### src/rtl/rr_arb_mux_pkg.sv
// Shared constants and helpers for the round-robin arbitrating mux.
package rr_arb_mux_pkg;

   localparam logic MODE_RR    = 1'b0;
   localparam logic MODE_FIXED = 1'b1;

   // Ceiling log2, never below 1 so a channel index always has at least one bit.
   function automatic int clog2_min1(input int n);
      int r;
      r = 0;
      while ((1 << r) < n) r++;
      return (r < 1) ? 1 : r;
   endfunction

endpackage

### src/rtl/rr_arb_mux_pick.sv
// Rotating priority picker: first requester at or above start, wrapping at NCH-1.
module rr_prio_pick
   import rr_arb_mux_pkg::*;
#(
   parameter int NCH = 4,
   localparam int SELW = clog2_min1(NCH)
) (
   input  logic [NCH-1:0]  req,
   input  logic [SELW-1:0] start,
   output logic [NCH-1:0]  gnt,
   output logic [SELW-1:0] gnt_idx,
   output logic            any
);

   // Scan NCH slots from start upward; the first set request wins.
   always_comb begin
      int idx;
      idx     = 0;
      gnt     = '0;
      gnt_idx = '0;
      any     = 1'b0;
      for (int k = 0; k < NCH; k++) begin
         idx = int'(start) + k;
         if (idx >= NCH) idx = idx - NCH;
         if (!any && req[idx]) begin
            gnt[idx] = 1'b1;
            gnt_idx  = idx[SELW-1:0];
            any      = 1'b1;
         end
      end
   end

endmodule

### src/rtl/rr_arb_mux.sv
// N-channel arbitrating mux with a single registered valid/ready output stage.
module rr_arb_mux
   import rr_arb_mux_pkg::*;
#(
   parameter int WIDTH = 32,
   parameter int NCH   = 4,
   localparam int SELW = clog2_min1(NCH)
) (
   input  logic                 clk,
   input  logic                 rst,
   input  logic                 mode,
   input  logic [NCH-1:0]       in_valid,
   input  logic [NCH*WIDTH-1:0] in_data,
   output logic [NCH-1:0]       in_ready,
   output logic                 out_valid,
   output logic [WIDTH-1:0]     out_data,
   output logic [SELW-1:0]      out_sel,
   input  logic                 out_ready
);

   logic [SELW-1:0]  ptr;
   logic [SELW-1:0]  start;
   logic [NCH-1:0]   gnt;
   logic [SELW-1:0]  gnt_idx;
   logic             any;
   logic             load_en;
   logic [WIDTH-1:0] sel_data;
   logic [SELW-1:0]  nxt_ptr;

   assign load_en = !out_valid || out_ready;
   assign start   = (mode == MODE_FIXED) ? '0 : ptr;

   rr_prio_pick #(.NCH(NCH)) u_pick (
      .req     (in_valid),
      .start   (start),
      .gnt     (gnt),
      .gnt_idx (gnt_idx),
      .any     (any)
   );

   // Accept strobe; suppressed during reset so no channel believes it was taken.
   assign in_ready = (load_en && !rst) ? gnt : '0;

   // Select the granted word and the pointer slot just past it.
   always_comb begin
      sel_data = in_data[int'(gnt_idx)*WIDTH +: WIDTH];
      nxt_ptr  = (gnt_idx == SELW'(NCH-1)) ? '0 : gnt_idx + 1'b1;
   end

   // Output register, handshake and round-robin pointer.
   always_ff @(posedge clk or posedge rst) begin
      if (rst) begin
         out_valid <= 1'b0;
         out_data  <= '0;
         out_sel   <= '0;
         ptr       <= '0;
      end else if (load_en) begin
         if (any) begin
            out_valid <= 1'b1;
            out_data  <= sel_data;
            out_sel   <= gnt_idx;
            if (mode == MODE_RR) ptr <= nxt_ptr;
         end else begin
            out_valid <= 1'b0;
         end
      end
   end

endmodule

### config.mk
export PLATFORM = sky130hd
export DESIGN_NAME = rr_arb_mux
export DESIGN_NICKNAME = d
export VERILOG_FILES = /design/src/rtl/rr_arb_mux_pkg.sv /design/src/rtl/rr_arb_mux_pick.sv /design/src/rtl/rr_arb_mux.sv
export SDC_FILE = /design/constraint.sdc
export NUM_CORES = 1
export LEC_CHECK = 0
export BUFFER_PORTS_ARGS = -buffer_cell sky130_fd_sc_hd__buf_2
export CAP_MARGIN = 0
export CORE_MARGIN = 10
export CORE_UTILIZATION = 37
export DETAILED_ROUTE_END_ITERATION = 10
export PLACE_DENSITY = 0.8
export SKIP_LAST_GASP = 1
export SYNTH_ARGS = -nofsm -noshare
export SYNTH_HDL_FRONTEND = slang
export SYNTH_SLANG_ARGS = --single-unit
### constraint.sdc
create_clock -name clk -period 2.8 [get_ports clk]
set_input_delay 0.42 -clock clk [delete_from_list [all_inputs] [get_ports clk]]
set_output_delay 0.42 -clock clk [all_outputs]
set_load 0.01 [all_outputs]
==> metrics <==
worst vdd ir=0.474 mV; Comb pwr share=63.9%; post-route setup TNS=0 ns; asr flop ratio synth=100%; YS warnings=0; CTS tree=yes; IO buf count=174; Slew Limit Fails=0; Worst R2R Setup Slack=0.23 ns; Synth top area share=31.5%; post-route clock period utilization=96.4%; CP Launch Type=flop; max cap viols=0; Synthesized Nets=414; Leak=2.06 nW; ranking of synthesized cells by area=dfrtp_1, mux2i_1, o22ai_2, o32ai_1, clkbuf_1; layout cells sized above 1=54.9%; flops & latches, synth=37; vias in the first global route=3186; diode count=0; Switching Share=42.5%; worst endpoint required time=2.38 ns; via-per-instance ratio=5.49; Routed WL=10.8 mm; # setup viols final=0; Clk Latency, worst-skew pair=0.28 ns; gr ovfl total=0; Crit. End Element=primary output; Syn Std Cell Area=2940 um2; dominant cell by count in the synthesized netlist=mux2i_1; Layout Nets=581; fin area=4110 um2; worst-margin pin slew=0.537 ns; CTS Root Cell=clkbuf_8; Clock transition at path regs=0.08 ns; Commonest cells post-synth=mux2i_1, dfrtp_1, o32ai_1; synthesized instance count=278; Avg Cell Area, Syn=10.6 um2; Post-DRT Antenna Nets=0; clock power share=12.0%; post-synthesis cell type count=48; DR DRC count=0; H-tree levels=2; first-pass GRT wire length=15.7 mm; Rows=32; Post-synth EDFFs=0; GRT Util Overall=16.2%; Max Root-Sink Buffers=2; unrepaired setup endpoints after global routing=false; Initial DRC Count=134; critical path class=reg -> out; final hold violations=0; Die W=109 um; total core area=7730 um2; post-synth top area cell=dfrtp_1; internal power=2.28 mW; I/O pin cnt=175; Initial DRT Pass Iterations=4; Arr. time, crit path=2.28 ns; die area=11900 um2; clk_skew=0.0122 ns; sequential area share after synthesis=31.5%; routability cong.=0.902; Area growth syn-to-layout=39.9%; die height=109 um; Max-Slew Margin vs Limit=64.0%; class of the worst hold path=in -> async; HPWL after detailed placement=8.38 mm; PD cells=965 nW/um2; Area after DPL=3920 um2; vias=3008; status=completed; Most used DFF post-synth=dfrtp_1; total CTS buffers=5; sequential share of power=24.1%; fmax=370 MHz; Num Clock Sinks=37; Initial Utilization=38.0%; worst reg2reg path depth=9; largest net degree at the start of global routing=41; P_sw=1.68 mW; initial antenna violation count=0; fin crit period=2.70 ns; post-DR wirelength/cell=19.6 um; critical path fanouts, max=14
## power by group through the flow
stage | registers (mW) | clock network, mW | logic, mW
floorplan | 1.06 | 0 | 1.60
global placement | 0.941 | 0 | 2.39
detailed placement | 0.958 | 0 | 2.45
CTS | 0.953 | 0.493 | 2.45
global route | 0.993 | 0.516 | 2.72
finish | 0.955 | 0.478 | 2.53
## worst paths after layout
check	start	to
max	ptr[1]	in_ready[3]
min	rst	out_data[24]
max reg2reg	ptr[1]	out_data[16]
min reg2reg	out_sel[1]	out_sel[1]
max in group asynchronous	rst	ptr[0]
min in group clk	in_data[51]	out_data[19]
## state kept, by name, summed over array words and instances, names as in the netlist
signal and flops:
out_data 32, out_sel 2, out_valid 1, ptr 2
## worst max-delay path: stages, from the launching register on
cell and delay (ns):
dfrtp_1 0.41, buf_4 0.20, or3b_2 0.54, o311a_1 0.18
nand2_2 0.13, o22a_4 0.21, buf_12 0.16, nor2_1 0.05
buf_2 0.13
## final cells by class
cell class                 instances  area [um2]
inverter                           3        11.3
fill                             721        3620
multi-input combinational        206        1880
timing repair buffer             192        1050
tap                              102         128
clock inverter                     1        30.0
clock buffer                       7        86.3
sequential                        37         927
## cell usage in the layout (no fill, tap or decap), drive strengths merged, types with 3 or more instances in the layout
| cell type | netlist | final |
|---|---|---|
| and2 | 5 | 5 |
| buf | 15 | 191 |
| clkbuf | 17 | 8 |
| dfrtp | 37 | 37 |
| mux2i | 65 | 65 |
| nand2 | 8 | 8 |
| nand2b | 6 | 6 |
| nor2 | 12 | 12 |
| nor2b | 3 | 3 |
| nor3 | 3 | 3 |
| o21a | 3 | 3 |
| o21ai | 4 | 4 |
| o22ai | 34 | 34 |
| o32ai | 32 | 32 |
## kinds of logic (layout without fill, tap and decap cells)
| kind of cell | Yosys count | in the layout | share of synthesized area [%] |
|---|---|---|---|
| and+or+nand+nor | 46 | 46 | 8.47 |
| buffers and inverters | 35 | 203 | 6.09 |
| muxes | 67 | 67 | 23.3 |
| DFF | 37 | 37 | 31.5 |
| xor gates and xnor gates | 1 | 1 | 0.298 |
| AOI/OAI and AO/OA | 92 | 92 | 30.4 |
## through the flow
step	worst slack (ns)	util, %	hold WS [ns]	power, mW	cells
finish	0.100	53.2	0.127	3.97	548
global route	0.00864	53.2	0.163	4.23	548
CTS	0.00542	52.4	0.131	3.90	545
detailed placement	0.0766	50.7	0.442	3.41	537
global placement	0.175	50.7	0.451	3.33	537
floorplan	0.0796	-	0.531	2.66	278
## per-layer routing
layer	up-vias	GRT usage [%]	share of wire, %
met5	-	0	0
met4	0	3.39	0.61
met3	6	5.19	9.3
met2	141	28.9	52
met1	1420	18.5	38
li1	1441	-	-
## repair_timing
item	4_1_cts	5_1_grt
setup buffers	0	2
setup endpoints to repair	2	3
gates cloned	0	1
gates resized for setup	2	5
pin swaps	0	2
hold buffers	0	0
Power figures use the tool's default switching activity.
